[config.mk]
export PLATFORM = sky130hd
export DESIGN_NAME = pwm_ramp
export DESIGN_NICKNAME = d
export VERILOG_FILES = /design/src/rtl/pwm_ramp_pkg.sv /design/src/rtl/pwm_ramp_timebase.sv /design/src/rtl/pwm_ramp.sv
export SDC_FILE = /design/constraint.sdc
export NUM_CORES = 1
export LEC_CHECK = 0
export ABC_AREA = 1
export CAP_MARGIN = 0
export CORE_MARGIN = 2
export CORE_UTILIZATION = 50
export DETAILED_ROUTE_END_ITERATION = 16
export PLACE_DENSITY = 0.74
export RECOVER_POWER = 100
export SLEW_MARGIN = 20
export SYNTH_ARGS = -nofsm -noshare
export SYNTH_HDL_FRONTEND = slang
export SYNTH_SLANG_ARGS = --single-unit
[constraint.sdc]
create_clock -name clk -period 1.9 [get_ports clk]
set_input_delay 0.475 -clock clk [delete_from_list [all_inputs] [get_ports clk]]
set_output_delay 0.475 -clock clk [all_outputs]
set_load 0.01 [all_outputs]
[src/rtl/pwm_ramp_pkg.sv]
// Shared widths and state encoding for the soft-start PWM generator.
package pwm_ramp_pkg;

  localparam int PWM_W = 12;
  localparam logic [PWM_W-1:0] PWM_MAX = 12'd4095;

  typedef enum logic [1:0] {
    IDLE = 2'd0,
    RAMP = 2'd1,
    HOLD = 2'd2
  } state_e;

endpackage

[src/rtl/pwm_ramp_timebase.sv]
// Prescaler plus 12-bit period counter; one PWM period is 4096 prescaled ticks.
module pwm_timebase
  import pwm_ramp_pkg::*;
#(
  parameter int PRESCALE = 25
) (
  input  logic             clk,
  input  logic             rst,
  input  logic             clr,
  output logic             tick,
  output logic [PWM_W-1:0] cnt,
  output logic             wrap
);

  localparam logic [PWM_W-1:0] PreLast = PWM_W'(PRESCALE - 1);

  logic [PWM_W-1:0] pre_q, pre_d;
  logic [PWM_W-1:0] cnt_q, cnt_d;

  assign tick = (pre_q == PreLast);
  assign wrap = tick && (cnt_q == PWM_MAX);
  assign cnt  = cnt_q;

  // The period counter relies on natural 12-bit overflow for its 4095 -> 0 wrap.
  always_comb begin
    pre_d = pre_q;
    cnt_d = cnt_q;
    if (clr) begin
      pre_d = '0;
      cnt_d = '0;
    end else if (tick) begin
      pre_d = '0;
      cnt_d = cnt_q + 1'b1;
    end else begin
      pre_d = pre_q + 1'b1;
    end
  end

  always_ff @(posedge clk) begin
    if (rst) begin
      pre_q <= '0;
      cnt_q <= '0;
    end else begin
      pre_q <= pre_d;
      cnt_q <= cnt_d;
    end
  end

endmodule

[src/rtl/pwm_ramp.sv]
// Soft-start PWM: ramps the applied duty up by STEP per period, applies decreases
// at the next period boundary, and forces the output low as soon as enable drops.
module pwm_ramp
  import pwm_ramp_pkg::*;
#(
  parameter int PRESCALE = 25,
  parameter int STEP     = 256
) (
  input  logic             clk,
  input  logic             rst,
  input  logic             enable,
  input  logic [PWM_W-1:0] duty,
  output logic             pulse,
  output logic             period_start,
  output logic [PWM_W-1:0] duty_active,
  output logic             ramping
);

  state_e           state_q, state_d;
  logic [PWM_W-1:0] active_q, active_d;
  logic             pulse_q, periodStart_q, ramping_q;
  logic [PWM_W:0]   sum;
  logic             clr;
  logic [PWM_W-1:0] cnt;
  logic             wrap;
  logic             tickUnused;

  // Counters sit at zero in IDLE and clear on the same edge that enable is seen low.
  assign clr = (state_q == IDLE) || !enable;

  pwm_timebase #(
    .PRESCALE(PRESCALE)
  ) u_timebase (
    .clk (clk),
    .rst (rst),
    .clr (clr),
    .tick(tickUnused),
    .cnt (cnt),
    .wrap(wrap)
  );

  // Duty is only sampled on wrap, so a period never changes width part-way through.
  always_comb begin
    state_d  = state_q;
    active_d = active_q;
    sum      = {1'b0, active_q} + (PWM_W + 1)'(STEP);
    if (!enable) begin
      state_d  = IDLE;
      active_d = '0;
    end else begin
      case (state_q)
        IDLE: begin
          state_d  = RAMP;
          active_d = '0;
        end
        RAMP: begin
          if (wrap) begin
            if ((duty <= active_q) || (sum >= {1'b0, duty})) begin
              active_d = duty;
              state_d  = HOLD;
            end else begin
              active_d = sum[PWM_W-1:0];
            end
          end
        end
        HOLD: begin
          if (wrap) begin
            if (duty > active_q) begin
              state_d = RAMP;
            end else if (duty < active_q) begin
              active_d = duty;
            end
          end
        end
        default: begin
          state_d  = IDLE;
          active_d = '0;
        end
      endcase
    end
  end

  always_ff @(posedge clk) begin
    if (rst) begin
      state_q       <= IDLE;
      active_q      <= '0;
      pulse_q       <= 1'b0;
      periodStart_q <= 1'b0;
      ramping_q     <= 1'b0;
    end else begin
      state_q       <= state_d;
      active_q      <= active_d;
      pulse_q       <= (state_q != IDLE) && enable && (cnt < active_q);
      periodStart_q <= wrap && enable && (state_q != IDLE);
      ramping_q     <= (state_d == RAMP);
    end
  end

  assign pulse        = pulse_q;
  assign period_start = periodStart_q;
  assign duty_active  = active_q;
  assign ramping      = ramping_q;

endmodule

==> reports/summary.txt, run 1 <==
DRT met1 WL = 3180 um
Largest net degree at the start of global routing = 14
First-pass GRT wire length = 12,600 um
Die footprint = 6770 sq um
WL met2 = 3980 um
Post-synth EDFFs = 0
CTS buffer count = 5
Register area = 835 sq um
Ys Warns = 0
Status = complete, but fails checks
Synth Flop Type = dfxtp_1
Nets@finish = 600
Worst-path cell chain = ha_4, xor2_2, ha_1, nand2_1, nor2_2, nand2_2, nor2_1, nand2_1, nand2_2, nor2_4, nand3_2, o21ai_2, inv_4, nand3_2, a21oi_2
Final Power = 1820 uW
Relative slew slack = 71.5%
Clock sinks = 41
Antenna Diode Count = 0
Crit start category = flip-flop
Synth Register Bits = 41
Worst-margin pin slew = 0.428 ns
CP Class = flip-flop to flip-flop
Root Driver = clkbuf_8
Peak supply drop = 0.000407 V
Final setup viols = 15
Violations in the final reports = negative setup slack
Post-synthesis sequential area ratio = 26.8%
Setup TNS = -3.57 ns
Starting density of the core = 51.7%
Hold Slack = 0.454 ns
Area of the multi-input gates = 2190 sq um
Antenna viol nets, final = 0
Most frequent cells in the layout = nand2_1 (96), buf_4 (61), inv_1 (56)
Post-layout minimum cycle time = 2.18 ns
PwrDens = 426 nW/um^2
Hold/Removal Path Class = flip-flop to flip-flop
TritonCTS clock tree = built
Max Cap Viol = 0
Cell variety after synth = 35
Commonest non-fill, non-tap cell in the layout = nand2_1
Syn nets = 502
Final GP Congestion = 0.946
Worst setup margin = -0.276 ns
Total track usage = 23.5%
Clock latency on the worst-skew pair = 0.29 ns
CP Max Fanout = 8
Total number of vias = 3,188
Post-route DRC = 0
Final period util = 115%
Synthesized area = 3060 sq um
Vias in the first global route = 3,147
Dpl ws = -0.718 ns
H-tree levels = 2
Highest metal used = met4
Die X = 82.3 um
Post-DR wirelength/cell = 12.4 um
Worst path bufs/invs = 1
Grt ovf = 0
Synth Area per Inst = 6.90 sq um
Worst EP required = 2.13 ns
Async SR Flop Fraction = 0%
Worst setup EP type = flip-flop
Reg clk slew, reported paths = 0.08 ns
Fin Clk Skew = 0.00723 ns
Clock Path Buffers = 2
Share of cells above drive strength 1 = 30.1%
Critical Path AT = 2.41 ns
RSZ-0062 raised after global routing = true
DRT Pass-1 Iters = 4
Slowest CP cell = dfxtp_4
Initial DRC count = 105
Filler cells = 461
Final Hold Violating Endpoints = 0
P_leak = 0.00182 uW
Crit-path max cell delay = 0.37 ns
Vias per Instance = 5.17
Area grow syn2layout = 39.7%
Cell family with most CP delay = simple AND/OR/NAND/NOR gates
Core ar. = 5920 sq um
Final std cells w/o fill = 617
Post-DP HPWL = 5650 um
Cells after Synth = 444
Die Y = 82.3 um
Cell Rows = 28
Routed wl met3 = 301 um
Final Max Tran Viols = 0
Drt total wl = 7620 um
# hold bufs at CTS = 0
Cell Count Post-Placement = 601
Buffers on Ports = 29
I/O pins = 30
Initial antenna violation count = 0
Maximum clock frequency = 460 MHz
## what timing repair did
action,4_1_cts,5_1_grt
resized for setup,47,14
gates cloned,1,0
buffers inserted,6,2
pin swaps,21,4
setup endpoints to repair,15,21
endpoints found under the hold margin,0,0
## synth_stat cells, types with 2 or more instances
library cell / instances / area share, %
nand3_1: 30 / 4.9
a21oi_2: 6 / 1.7
buf_1: 2 / 0.25
dfxtp_1: 41 / 27
inv_1: 64 / 7.8
a21oi_1: 34 / 5.6
o21ai_0: 6 / 0.98
nand3_2: 6 / 2.0
nand4_1: 2 / 0.41
nor3_2: 6 / 2.0
nand2_1: 106 / 13
inv_2: 14 / 1.7
nor2_1: 40 / 4.9
nor3b_1: 3 / 0.74
o21a_1: 3 / 0.74
nor3_1: 12 / 2.0
clkbuf_1: 2 / 0.25
xor2_1: 4 / 1.1
nor2_2: 2 / 0.41
o211ai_1: 3 / 0.74
o21ai_1: 2 / 0.33
ha_1: 43 / 18
## through the flow
step / area [sq um] / util (%)
6_report: 4280 / 72.3
5_1_grt: 4280 / 72.3
3_3_place_gp: 3920 / 66.1
4_1_cts: 4230 / 71.5
2_1_floorplan: 3130 / -
3_5_place_dp: 3920 / 66.1
## worst paths after layout
kind,slack [ns],depth (start not counted),endpoint,start
min reg2reg,0.45,1,u_timebase.pre_q[0],u_timebase.pre_q[0]
max reg2reg,-0.28,15,duty_active[0],duty_active[9]
min,0.45,1,u_timebase.pre_q[0],u_timebase.pre_q[0]
max,-0.28,15,duty_active[0],duty_active[9]
## per-layer routing
layer,vias up,global-route usage (%)
li1,1622,-
met1,1481,25.4
met2,71,44.8
met3,14,4.67
met4,0,8.67
met5,-,0
## where the power goes
group / switching, uW / internal (uW) / total (uW) / leakage, uW
logic: 157 / 123 / 280 / 0.00143
registers: 3.47 / 858 / 862 / 0.000334
clock network: 299 / 382 / 681 / 0.0000540
## cell type report
class                   instances  share of cell area [%]
clock inverters                 2                   0.819
repair buffers                 95                    17.8
multi-input cells             320                    51.1
clock buffers                   5                    1.61
inverters                      79                    6.99
well taps                      75                    2.19
flip-flops and latches         41                    19.5
## sequential cells by signal, summed over array words and instances (netlist names)
| register | cells |
|---|---|
| duty_active | 12 |
| u_timebase.cnt | 12 |
| u_timebase.pre_q | 12 |
| state_q | 2 |
| period_start | 1 |
| pulse | 1 |
| ramping | 1 |
## cells by family after synthesis
group,synth area share [%]
buffers and inverters,10.7
XOR/XNOR,1.14
flip-flops,26.8
AO/OA/AOI/OAI,11.6
adder cells (fa/ha/maj),17.6
AND/OR/NAND/NOR,32.2
Note: power is estimated with default switching activity, not from simulation.
==> run 2, diff against run 1 <==
--- a/config.mk
+++ b/config.mk
@@ -10,6 +10,7 @@
 export CORE_MARGIN = 2
 export CORE_UTILIZATION = 50
 export DETAILED_ROUTE_END_ITERATION = 16
+export MAX_ROUTING_LAYER = met4
 export PLACE_DENSITY = 0.74
 export RECOVER_POWER = 100
 export SLEW_MARGIN = 20
==> constraint.sdc (replaced) <==
create_clock -name clk -period 1.9 [get_ports clk]
set_input_delay 0.19 -clock clk [delete_from_list [all_inputs] [get_ports clk]]
set_output_delay 0.19 -clock clk [all_outputs]
set_load 0.01 [all_outputs]
==> reports/summary.txt, run 2 (synthesis gave the netlist of run 1 again) <==
Status = complete, but fails checks
Violations in the final reports = negative setup slack
Root Driver = clkbuf_8
Core ar. = 5920 sq um
Post-DR wirelength/cell = 13.2 um
Clock Path Buffers = 2
Initial antenna violation count = 0
Share of cells above drive strength 1 = 24.2%
CP Class = flip-flop to flip-flop
Worst EP required = 2.08 ns
# hold bufs at CTS = 0
Post-route DRC = 0
Peak supply drop = 0.000746 V
Post-DP HPWL = 5720 um
Final GP Congestion = 0.917
Reg clk slew, reported paths = 0.09 ns
PwrDens = 440 nW/um^2
Die X = 82.3 um
Initial DRC count = 185
Final setup viols = 15
Final Power = 1810 uW
Die footprint = 6770 sq um
Worst setup margin = -0.362 ns
Final Hold Violating Endpoints = 0
Worst setup EP type = flip-flop
Hold/Removal Path Class = flip-flop to flip-flop
R2r setup slk = -0.36 ns
Critical Path AT = 2.44 ns
CTS buffer count = 5
TritonCTS clock tree = built
Vias per Instance = 5.17
First-pass GRT wire length = 12,400 um
Antenna viol nets, final = 0
Most frequent cells in the layout = nand2_1 (99), inv_1 (63), buf_4 (47)
Post-layout minimum cycle time = 2.26 ns
Area grow syn2layout = 34.1%
Cell Rows = 28
Die Y = 82.3 um
Post-DP Area = 3830 sq um
Clock sinks = 41
Starting density of the core = 51.7%
Buffers on Ports = 29
Vias in the first global route = 2,883
RSZ-0062 raised after global routing = true
Grt ovf = 0
DRT Pass-1 Iters = 4
Largest net degree at the start of global routing = 14
Max Cap Viol = 0
Filler cells = 485
Total track usage = 24.1%
Commonest non-fill, non-tap cell in the layout = nand2_1
P_leak = 0.00181 uW
Crit start category = flip-flop
Clock latency on the worst-skew pair = 0.30 ns
H-tree levels = 2
Final Max Tran Viols = 0
Worst-margin pin slew = 0.407 ns
Relative slew slack = 72.9%
CP Max Fanout = 5
Antenna Diode Count = 0
Fin Clk Skew = 0.00766 ns
I/O pins = 30
Drt total wl = 7990 um
Hold Slack = 0.460 ns
Cell area after layout = 4110 sq um
Final period util = 119%
Maximum clock frequency = 442 MHz
Nets@finish = 585
Total number of vias = 3,117
==> run 2: cell count changes in the layout (fill, tap and decap cells not counted), moves of 3 or more <==
cell	before	now
buf_4	61	47
dlygate4sd2_1	12	0
dlygate4sd3_1	3	15
ha_1	33	41
ha_4	10	2
inv_1	56	63
inv_2	20	14
nand2_1	96	99
nand2_2	9	6
nor2_2	5	2
==> run 2: through the flow <==
stage / utilization, % / cells / setup TNS, ns / worst slack [ns]
2_1_floorplan: - / 444 / -1.02 / -0.107
3_3_place_gp: 64.6 / 591 / -6.39 / -0.445
3_5_place_dp: 64.6 / 591 / -7.08 / -0.499
4_1_cts: 67.8 / 601 / -3.35 / -0.246
5_1_grt: 69.4 / 603 / -7.08 / -0.500
6_report: 69.4 / 603 / -5.01 / -0.362
==> run 2: what timing repair did <==
| item | CTS | global route |
|---|---|---|
| setup buffers | 2 | 1 |
| cloned | 0 | 1 |
| pin swaps | 14 | 9 |
| resized for setup | 15 | 22 |
| setup endpoints to repair | 15 | 21 |
==> run 2: final timing paths <==
check	start	endpoint	cells past startpoint
worst min-delay path	u_timebase.pre_q[0]	u_timebase.pre_q[0]	1
worst max-delay path	duty_active[9]	duty_active[11]	16
worst max register to register	duty_active[9]	duty_active[11]	16
worst min register to register	u_timebase.pre_q[0]	u_timebase.pre_q[0]	1
==> run 2: per-layer routing <==
metal | vias to the layer above | track usage [%] | share of wire [%]
li1 | 1593 | - | -
met1 | 1428 | 26.1 | 41
met2 | 76 | 44.8 | 52
met3 | 20 | 3.80 | 4.5
met4 | 0 | 7.17 | 2.1
met5 | - | - | 0
==> run 2: where the power goes <==
group | internal (uW) | total [uW] | leakage (uW) | switching (uW)
combinational | 119 | 274 | 0.00143 | 155
sequential | 858 | 862 | 0.000334 | 3.45
clock | 342 | 672 | 0.0000536 | 330
total | 1320 | 1810 | 0.00181 | 489
==> run 2: cell type report <==
| type | count | area, sq um | area share (%) |
|---|---|---|---|
| inverters | 79 | 299 | 7.28 |
| flip-flops and latches | 41 | 833 | 20.3 |
| well taps | 75 | 93.8 | 2.28 |
| multi-input cells | 320 | 2110 | 51.4 |
| clock buffers | 7 | 97.6 | 2.38 |
| repair buffers | 80 | 666 | 16.2 |
| clock inverters | 1 | 8.76 | 0.213 |
==> run 2: critical path, stage by stage (launching register included) <==
cell,delay [ns]
dfxtp_4,0.38
ha_4,0.17
xor2_2,0.15
ha_1,0.29
nand2_1,0.08
nor2_2,0.05
nand2_2,0.08
nor2_1,0.05
nand2_1,0.10
nand2_2,0.08
nor2_4,0.24
buf_4,0.17
nand3_1,0.08
nand3_1,0.09
nand2_1,0.05
nand2_1,0.05
a21oi_1,0.06
==> run 3, diff against run 2 <==
--- a/config.mk
+++ b/config.mk
@@ -7,9 +7,9 @@
 export LEC_CHECK = 0
 export ABC_AREA = 1
 export CAP_MARGIN = 0
-export CORE_MARGIN = 2
 export CORE_UTILIZATION = 50
 export DETAILED_ROUTE_END_ITERATION = 16
+export GPL_ROUTABILITY_DRIVEN = 0
 export MAX_ROUTING_LAYER = met4
 export PLACE_DENSITY = 0.74
 export RECOVER_POWER = 100
==> reports/summary.txt, run 3 (synthesis gave the netlist of run 1 again) <==
Status = complete, but fails checks
Violations in the final reports = negative setup slack
Clock sinks = 41
Vias in the first global route = 3,018
Peak supply drop = 0.000315 V
Cell Rows = 28
Worst-margin pin slew = 0.445 ns
Antenna Diode Count = 0
Crit start category = flip-flop
Hold Crit Depth = 1
WHS Endpoint = u_timebase.pre_q[0]
Clock latency on the worst-skew pair = 0.30 ns
Root Driver = clkbuf_8
DRT Pass-1 Iters = 4
Final period util = 115%
FF-to-FF path depth = 15
RSZ-0062 raised after global routing = true
R2r setup slk = -0.29 ns
Largest net degree at the start of global routing = 14
Starting density of the core = 51.7%
Final Power = 1730 uW
CP Class = flip-flop to flip-flop
Cell Count Post-Placement = 590
Worst setup margin = -0.292 ns
Critical Path AT = 2.43 ns
Fin Clk Skew = 0.00503 ns
CP Max Fanout = 8
Die X = 80.3 um
Drt total wl = 7680 um
Reg clk slew, reported paths = 0.08 ns
I/O pins = 30
RR Startpoint = duty_active[9]
Commonest non-fill, non-tap cell in the layout = nand2_1
Initial antenna violation count = 0
Core ar. = 5920 sq um
PwrDens = 419 nW/um^2
Final Max Tran Viols = 0
Worst setup EP type = flip-flop
Final setup viols = 15
Post-route DRC = 0
Reg-to-Reg End = duty_active[7]
Total number of vias = 3,147
TritonCTS clock tree = built
P_leak = 0.00180 uW
Relative slew slack = 70.3%
Share of cells above drive strength 1 = 25.8%
Max Cap Viol = 0
Final std cells w/o fill = 603
Die footprint = 6440 sq um
Grt ovf = 0
Maximum clock frequency = 456 MHz
Dpl ws = -0.438 ns
First-pass GRT wire length = 12,500 um
H-tree levels = 2
Antenna viol nets, final = 0
Post-layout util = 69.5%
Clock Path Buffers = 2
Post-layout minimum cycle time = 2.19 ns
Buffers on Ports = 29
Total track usage = 25.5%
Post-DP HPWL = 5700 um
CTS buffer count = 5
Hold/Removal Path Class = flip-flop to flip-flop
Die Y = 80.3 um
Most frequent cells in the layout = nand2_1 (95), inv_1 (63), buf_4 (45)
Worst hold start = u_timebase.pre_q[0]
Area grow syn2layout = 34.4%
Initial DRC count = 123
Vias per Instance = 5.22
Worst EP required = 2.14 ns
Post-DR wirelength/cell = 12.7 um
Critical path startpoint = duty_active[9]
# hold bufs at CTS = 0
Nets@finish = 585
Final Hold Violating Endpoints = 0
## run 3: stage by stage
stage	TNS [ns]	instance area (sq um)	hold slack (ns)
after floorplan	-1.02	3110	0.334
after global placement	-6.40	3820	0.443
after detailed placement	-6.10	3820	0.448
after CTS	-3.11	4060	0.469
after global routing	-6.32	4120	0.480
final	-3.77	4120	0.452
## run 3: what timing repair did
item,in CTS,in global routing
setup endpoints to repair,15,18
gates cloned,1,0
buffers inserted,1,3
pin swaps,27,6
resized for setup,30,14
## run 3: how the worst max path moves through the flow
stage	endpoint	slack [ns]	cells past startpoint
6_report	duty_active[7]	-0.29	15
5_1_grt	duty_active[7]	-0.42	15
2_1_floorplan	ramping	-0.11	16
4_1_cts	duty_active[7]	-0.23	15
3_3_place_gp	duty_active[3]	-0.45	14
3_5_place_dp	duty_active[9]	-0.44	16
## run 3: worst max-delay path, stage by stage (launching register included)
cell     delay, ns
dfxtp_4       0.37
ha_4          0.17
xor2_2        0.14
ha_1          0.29
nand2_1       0.07
nor2_2        0.13
nand2_2       0.08
nor2_1        0.10
nand2_1       0.07
nand2_2       0.08
nor2_4        0.06
nand3_2       0.10
o21ai_2       0.09
inv_4         0.15
nand3_2       0.08
a21oi_2       0.14
## run 3: report_power, final
group	total [uW]	switching, uW	internal [uW]
logic	280	157	123
registers	862	3.55	858
clock network	584	324	260
## run 3: area by class of cell
class	count	area (sq um)
clock buffer	6	72.6
clock inverter	2	13.8
fill	473	1800
inverter	79	302
multi-input combinational	320	2130
sequential	41	832
tap	75	93.8
timing repair buffer	80	673
## run 3: per-layer routing
metal | global-route usage (%) | vias up | routed length, um
met5 | - | - | 0
met4 | 11.3 | 0 | 199
met3 | 3.98 | 20 | 384
met2 | 46.5 | 87 | 3940
met1 | 27.2 | 1443 | 3150
li1 | - | 1597 | -
